<file path="config.mk">
export PLATFORM = sky130hd
export DESIGN_NAME = y86_pipe_stage_reg_flat
export DESIGN_NICKNAME = d
export VERILOG_FILES = /design/src/rtl/y86_pipe_stage_reg_if.sv /design/src/rtl/y86_pipe_stage_reg.sv /design/src/flat_wrapper.sv
export SDC_FILE = /design/constraint.sdc
export NUM_CORES = 1
export LEC_CHECK = 0
export CORE_ASPECT_RATIO = 1.25
export CORE_MARGIN = 3
export CORE_UTILIZATION = 45
export CTS_BUF_LIST = sky130_fd_sc_hd__clkbuf_8
export DETAILED_ROUTE_END_ITERATION = 16
export DONT_BUFFER_PORTS = 1
export GPL_TIMING_DRIVEN = 0
export PLACE_DENSITY = 0.61
export SYNTH_ARGS = -nofsm -noshare
export SYNTH_HDL_FRONTEND = slang
export SYNTH_SLANG_ARGS = --single-unit
</file>
<file path="constraint.sdc">
create_clock -name clk_i -period 2.3 [get_ports clk_i]
set_clock_uncertainty 0.1 [all_clocks]
set_input_delay 0.46 -clock clk_i [delete_from_list [all_inputs] [get_ports clk_i]]
set_output_delay 0.46 -clock clk_i [all_outputs]
set_load 0.02 [all_outputs]
</file>
<file path="src/rtl/y86_pipe_stage_reg_if.sv">
// y86_pipe_stage_reg_if: control, payload and status bundle for one pipeline
// stage register. The pipeline control logic uses the master modport and the
// stage register uses the slave modport.
interface y86_pipe_stage_reg_if #(
  parameter int DATA_W = 64,
  parameter int DEPTH  = 1,
  parameter int CNT_W  = 32
);
  localparam int OCC_W = $clog2(DEPTH + 1);

  logic              stall_i;
  logic              bubble_i;
  logic              valid_i;
  logic [DATA_W-1:0] data_i;
  logic              conflict_clr_i;
  logic [DATA_W-1:0] data_o;
  logic              valid_o;
  logic [OCC_W-1:0]  occupancy_o;
  logic              conflict_o;
  logic [CNT_W-1:0]  stall_cnt_o;
  logic [CNT_W-1:0]  bubble_cnt_o;

  modport master (
    output stall_i, bubble_i, valid_i, data_i, conflict_clr_i,
    input  data_o, valid_o, occupancy_o, conflict_o, stall_cnt_o, bubble_cnt_o
  );

  modport slave (
    input  stall_i, bubble_i, valid_i, data_i, conflict_clr_i,
    output data_o, valid_o, occupancy_o, conflict_o, stall_cnt_o, bubble_cnt_o
  );
endinterface

</file>
<file path="src/rtl/y86_pipe_stage_reg.sv">
// y86_pipe_stage_reg: generic Y86-64 pipeline stage register with DEPTH slots,
// stall (hold all), bubble (flush entry slot to BUBBLE_VAL), per-slot valid
// tracking, a sticky stall/bubble conflict flag and optional saturating hazard
// counters enabled by defining Y86_PIPE_REG_PERF_EN.
module y86_pipe_stage_reg #(
  parameter int                DATA_W     = 64,
  parameter int                DEPTH      = 1,
  parameter logic [DATA_W-1:0] BUBBLE_VAL = '0,
  parameter int                CNT_W      = 32
) (
  input  logic                clk_i,
  input  logic                rst_i,
  y86_pipe_stage_reg_if.slave bus
);
  localparam int OCC_W = $clog2(DEPTH + 1);

  logic [DATA_W-1:0] slot_data [DEPTH];
  logic [DEPTH-1:0]  slot_valid;
  logic [OCC_W-1:0]  occ;
  logic              conflict_q;

  // Slot chain: stall holds everything, otherwise shift; the entry slot takes
  // either the bubble pattern (invalid) or the upstream payload.
  always_ff @(posedge clk_i or posedge rst_i) begin
    if (rst_i) begin
      for (int unsigned k = 0; k < DEPTH; k++) begin
        slot_data[k] <= BUBBLE_VAL;
      end
      slot_valid <= '0;
    end else if (!bus.stall_i) begin
      slot_data[0]  <= bus.bubble_i ? BUBBLE_VAL : bus.data_i;
      slot_valid[0] <= bus.valid_i & ~bus.bubble_i;
      for (int unsigned k = 1; k < DEPTH; k++) begin
        slot_data[k]  <= slot_data[k-1];
        slot_valid[k] <= slot_valid[k-1];
      end
    end
  end

  // Occupancy is the population count of the slot valid bits.
  always_comb begin
    occ = '0;
    for (int unsigned k = 0; k < DEPTH; k++) begin
      occ = occ + OCC_W'(slot_valid[k]);
    end
  end

  // Sticky conflict flag; a new conflict outranks a coincident clear.
  always_ff @(posedge clk_i or posedge rst_i) begin
    if (rst_i) begin
      conflict_q <= 1'b0;
    end else if (bus.stall_i && bus.bubble_i) begin
      conflict_q <= 1'b1;
    end else if (bus.conflict_clr_i) begin
      conflict_q <= 1'b0;
    end
  end

  assign bus.data_o      = slot_data[DEPTH-1];
  assign bus.valid_o     = slot_valid[DEPTH-1];
  assign bus.occupancy_o = occ;
  assign bus.conflict_o  = conflict_q;

`ifdef Y86_PIPE_REG_PERF_EN
  logic [CNT_W-1:0] stall_cnt_q;
  logic [CNT_W-1:0] bubble_cnt_q;

  // Saturating hazard counters; the clear takes precedence over counting.
  always_ff @(posedge clk_i or posedge rst_i) begin
    if (rst_i) begin
      stall_cnt_q  <= '0;
      bubble_cnt_q <= '0;
    end else if (bus.conflict_clr_i) begin
      stall_cnt_q  <= '0;
      bubble_cnt_q <= '0;
    end else begin
      if (bus.stall_i && (stall_cnt_q != '1)) begin
        stall_cnt_q <= stall_cnt_q + CNT_W'(1);
      end
      if (bus.bubble_i && !bus.stall_i && (bubble_cnt_q != '1)) begin
        bubble_cnt_q <= bubble_cnt_q + CNT_W'(1);
      end
    end
  end

  assign bus.stall_cnt_o  = stall_cnt_q;
  assign bus.bubble_cnt_o = bubble_cnt_q;
`else
  assign bus.stall_cnt_o  = CNT_W'(0);
  assign bus.bubble_cnt_o = CNT_W'(0);
`endif

endmodule

</file>
<file path="src/flat_wrapper.sv">
// flat-port wrapper written by rule: the top's interface ports become plain ports
module y86_pipe_stage_reg_flat 
#(
  parameter int                DATA_W     = 64,
  parameter int                DEPTH      = 1,
  parameter logic [DATA_W-1:0] BUBBLE_VAL = '0,
  parameter int                CNT_W      = 32
)
  (clk_i, rst_i, bus_stall_i, bus_bubble_i, bus_valid_i, bus_data_i, bus_conflict_clr_i, bus_data_o, bus_valid_o, bus_occupancy_o, bus_conflict_o, bus_stall_cnt_o, bus_bubble_cnt_o);
  y86_pipe_stage_reg_if #(.DATA_W(DATA_W), .DEPTH(DEPTH), .CNT_W(CNT_W)) bus_i ();
  input  logic clk_i;
  input  logic rst_i;
  input wire logic [$bits(bus_i.stall_i)-1:0] bus_stall_i;
  input wire logic [$bits(bus_i.bubble_i)-1:0] bus_bubble_i;
  input wire logic [$bits(bus_i.valid_i)-1:0] bus_valid_i;
  input wire logic [$bits(bus_i.data_i)-1:0] bus_data_i;
  input wire logic [$bits(bus_i.conflict_clr_i)-1:0] bus_conflict_clr_i;
  output wire logic [$bits(bus_i.data_o)-1:0] bus_data_o;
  output wire logic [$bits(bus_i.valid_o)-1:0] bus_valid_o;
  output wire logic [$bits(bus_i.occupancy_o)-1:0] bus_occupancy_o;
  output wire logic [$bits(bus_i.conflict_o)-1:0] bus_conflict_o;
  output wire logic [$bits(bus_i.stall_cnt_o)-1:0] bus_stall_cnt_o;
  output wire logic [$bits(bus_i.bubble_cnt_o)-1:0] bus_bubble_cnt_o;
  assign bus_i.stall_i = bus_stall_i;
  assign bus_i.bubble_i = bus_bubble_i;
  assign bus_i.valid_i = bus_valid_i;
  assign bus_i.data_i = bus_data_i;
  assign bus_i.conflict_clr_i = bus_conflict_clr_i;
  assign bus_data_o = bus_i.data_o;
  assign bus_valid_o = bus_i.valid_o;
  assign bus_occupancy_o = bus_i.occupancy_o;
  assign bus_conflict_o = bus_i.conflict_o;
  assign bus_stall_cnt_o = bus_i.stall_cnt_o;
  assign bus_bubble_cnt_o = bus_i.bubble_cnt_o;
  y86_pipe_stage_reg #(.DATA_W(DATA_W), .DEPTH(DEPTH), .BUBBLE_VAL(BUBBLE_VAL), .CNT_W(CNT_W)) u_core (.clk_i(clk_i), .rst_i(rst_i), .bus(bus_i));
endmodule
</file>
Word-level counts from Yosys, hierarchy flattened:

Cells that the tools add are included.

* bits in registers: 66
* input port bits: 70
* output and inout port bits: 131
* word-level logic and storage cells: 10

* multiplexer cells: 3
* bitwise operators: 2
* reductions and logical operators: 2

Operators by type and width (count)
* 2-to-1 mux 64 bit: 1
* 2-to-1 mux 1 bit: 2
* nonzero test 2 bit: 1
* AND 1 bit: 1
* logical AND 1 bit: 1
* inverter 1 bit: 1

Logic depth before layout (Yosys ltp):

* depth after elaboration: 2
* depth in mapped cells: 5
* mapped depth without buffers: 2

Worst setup path before layout:

No wires, ideal clock.

* kind: input-to-reg
* start: input port bus_stall_i
* end: register u_core.slot_data (netlist bit u_core.bus.data_o[33])
* library setup time: 121 ps
* arrival time: 1018 ps
* data required time: 2079 ps
* setup slack: 1061 ps
* cell stages on the path: 4
* path buffers: 3
* cell sequence: buf_6 buf_6 buf_6 a22o_1

RTL lines
* from (decl): line flat_wrapper.sv:13 `input wire logic [$bits(bus_i.stall_i)-1:0] bus_stall_i;`
* to (signal, indexed assignment): line y86_pipe_stage_reg.sv:34 `slot_data[k] <= slot_data[k-1];`
* to (decl): line y86_pipe_stage_reg.sv:17 `logic [DATA_W-1:0] slot_data [DEPTH];`

No word-level cell between the ends.

Worst setup path in the final report:

* start: register u_core.slot_valid, in the netlist u_core.bus.valid_o
* end: output port bus_valid_o

RTL lines
* from (decl): line y86_pipe_stage_reg.sv:18 `logic [DEPTH-1:0] slot_valid;`
* from (signal, indexed assignment): line y86_pipe_stage_reg.sv:35 `slot_valid[k] <= slot_valid[k-1];`
* to (decl): line flat_wrapper.sv:19 `output wire logic [$bits(bus_i.valid_o)-1:0] bus_valid_o;`

No word-level cell between the ends.

==> impl_metrics.ini <==
[timing]
fmax_ghz = 0.6341
setup_slack_ps = 723.0
finalSetupViolations = 0
slew_headroom_pct = 62.87
hold_viol_final = 0
rsz0062_at_grt = false
timing.final.crit_share_pct = 68.56
fin_crit_ps = 1577
tightest_slew_ps = 556.1
drv_slew = 0

[synthesis]
synth_async_sr_flop_share_pct = 100.0
synth_edf_count = 0
synth_commonest_cells = 67 x buf_4, 66 x dfrtp_1, 64 x a22o_1
synth_cell_type_count = 11
yosysWarnings = 0
ys.flop_type = dfrtp_1
synth.top_cell.area_share_pct = 57.22
syn_inst = 218
synth_most_common_cell = buf_4
syn_avg_cell_area_um2 = 13.24
synth-seq-area-share_pct = 57.22
synth_seq_cells = 66
synth_area_leaders = dfrtp_1 57%, a22o_1 19%, buf_4 17%
yosysTopAreaCell = dfrtp_1
syn_area_um2 = 2887

[drt]
drc = 0
drt_iter0_markers = 45
ant_nets = 0
drt_wl_total_um = 6084
routed_via_density = 4.563
via_count = 1752
wire_per_inst_um = 15.84
drt_pre_antenna_iters = 3

[global_routing]
antenna_found_initial = 0
grt_pass1_vias = 1730
grt_start_max_net_pins = 42
track_usage_pct = 15.79
grt.overflow.total = 0
grt_pass1_wl_um = 8963

[floorplan]
die_w_um = 77.64
start_util_pct = 46.51
die-height_um = 95.55
io_pins = 201
die-area_um2 = 7418
core_area_um2 = 6206
placementRows = 32

[critical_path]
endpoint = bus_valid_o
cp_top_family = flip-flops
criticalPathCategory = register to output port
worstPathRequired_ps = 1740
startpoint = u_core.bus.valid_o
cp.arrival_ps = 1020
r2r_start = u_core.bus.data_o[10]
cp_cell_sequence = buf_4
r2r_end = u_core.bus.data_o[10]
path_buf_inv = 1
critical_path.max_stage_delay_ps = 490
rr_worst_depth = 1
r2r_setup_slack_ps = 1350
cp_num_cells = 1
setup.worst_path.start_class = register
cp_max_fo = 3
slowest_stage = dfrtp_1
end_kind = output port

[clocking]
numCtsBuffers = 9
cts_htree_levels = 3
clockBufferDepth = 2
cts.clk_slew.worst_paths_ps = 70
cts_sinks = 66
cts_tree = built
insertion_delay_ps = 330
cts_root_buf = clkbuf_8

[flow_run]
max_cap_viol_count = 0

[placed_design]
dpl.hpwl_um = 4623
gp_congestion = 0.6834
dp_cells = 367
dpl_worst_slack_ps = 970.6
io_buffers = 0

[final_layout]
register_area_um2 = 1652
finalNetCount = 364
fin_cells = 384
antenna_cells = 0
final_util_pct = 55.28
multi_input_area_um2 = 844.6
nFillCells = 561
syn_to_final_growth_pct = 18.86
drive_above_1_share_pct = 32.44

[power]
leakage_nw = 1.871
ir_drop_v = 0.0003595
powerDensity_nw_per_um2 = 765.9

[outcome]
status = completed

[worst_hold_path]
min-delay-path-class = primary input to register
## repair_timing
action,in CTS,in global routing
gates resized for setup,0,0
setup buffers,0,0
hold buffers,1,0
endpoints found under the hold margin,25,0
## cells by family after synthesis
| group | after synthesis | synth area share, % |
|---|---|---|
| DFF | 66 | 57.22 |
| AOI/OAI and AO/OA | 66 | 19.77 |
| buffers and inverters | 81 | 21.72 |
| and+or+nand+nor | 4 | 1.171 |
| other | 1 | 0.1299 |
## placed cells by master, fill, tap and decap left out
| cell | netlist | layout |
|---|---|---|
| a22o_1 | 64 | 64 |
| buf_12 | 0 | 1 |
| buf_2 | 3 | 3 |
| buf_4 | 67 | 67 |
| buf_6 | 9 | 9 |
| clkbuf_8 | 0 | 10 |
| clkinv_2 | 0 | 3 |
| clkinvlp_4 | 0 | 2 |
| conb_1 | 1 | 64 |
| dfrtp_1 | 66 | 66 |
| dlygate4sd3_1 | 0 | 1 |
| inv_1 | 2 | 2 |
| inv_2 | 0 | 1 |
| nand2_1 | 2 | 2 |
| nand2b_1 | 1 | 1 |
| nor2_8 | 1 | 1 |
| o21ai_0 | 2 | 2 |
## registers in the layout (all words and copies together), names as in the netlist
| name | cells |
|---|---|
| u_core.bus.data_o | 64 |
| u_core.bus.valid_o | 1 |
| u_core.bus.conflict_o | 1 |
## how the worst min path moves through the flow
stage                         from               endpoint  slack [ps]  cells past startpoint
floorplan             bus_bubble_i  u_core.bus.data_o[60]         470                      1
global placement      bus_bubble_i  u_core.bus.data_o[60]         470                      1
detailed placement           rst_i   u_core.bus.data_o[5]         320                      1
CTS                   bus_bubble_i  u_core.bus.data_o[60]         110                      1
global route        bus_data_i[22]  u_core.bus.data_o[22]         130                      1
finish                bus_bubble_i  u_core.bus.data_o[60]         140                      1
## layout make-up
cell class	instances	share of cell area, %
buffer	79	18.05
timing repair buffer	2	0.8753
multi-input combinational	134	24.62
inverter	2	0.2188
clock buffer	10	4.012
clock inverter	6	0.9847
tap	85	3.100
sequential	66	48.14
## metal layers
metal / routed length, um / vias to the layer above / GRT usage [%]
li1: - / 798 / -
met1: 2277 / 828 / 18.52
met2: 2931 / 115 / 24.57
met3: 761 / 11 / 6.711
met4: 113 / 0 / 8.457
met5: 0 / - / 0
## report_power, final
part	internal (mW)	switching, mW	leakage (nW)
logic	0.168	0.193	0.923
clock network	0.410	0.425	0.0892
registers	1.25	0.183	0.859
total	1.83	0.801	1.87
## metrics by stage
step                      power [mW]  hold slack [ps]  instance area, um^2  setup TNS [ps]
final                          2.628            135.9                 3431               0
after global routing           2.754            130.5                 3431               0
after CTS                      2.658            114.9                 3431               0
after detailed placement       1.813            323.9                 3249               0
after global placement         1.804            472.4                 3229          -36060
after floorplan                1.755            467.3                 3123               0
Note: power is estimated with default switching activity, not from simulation.
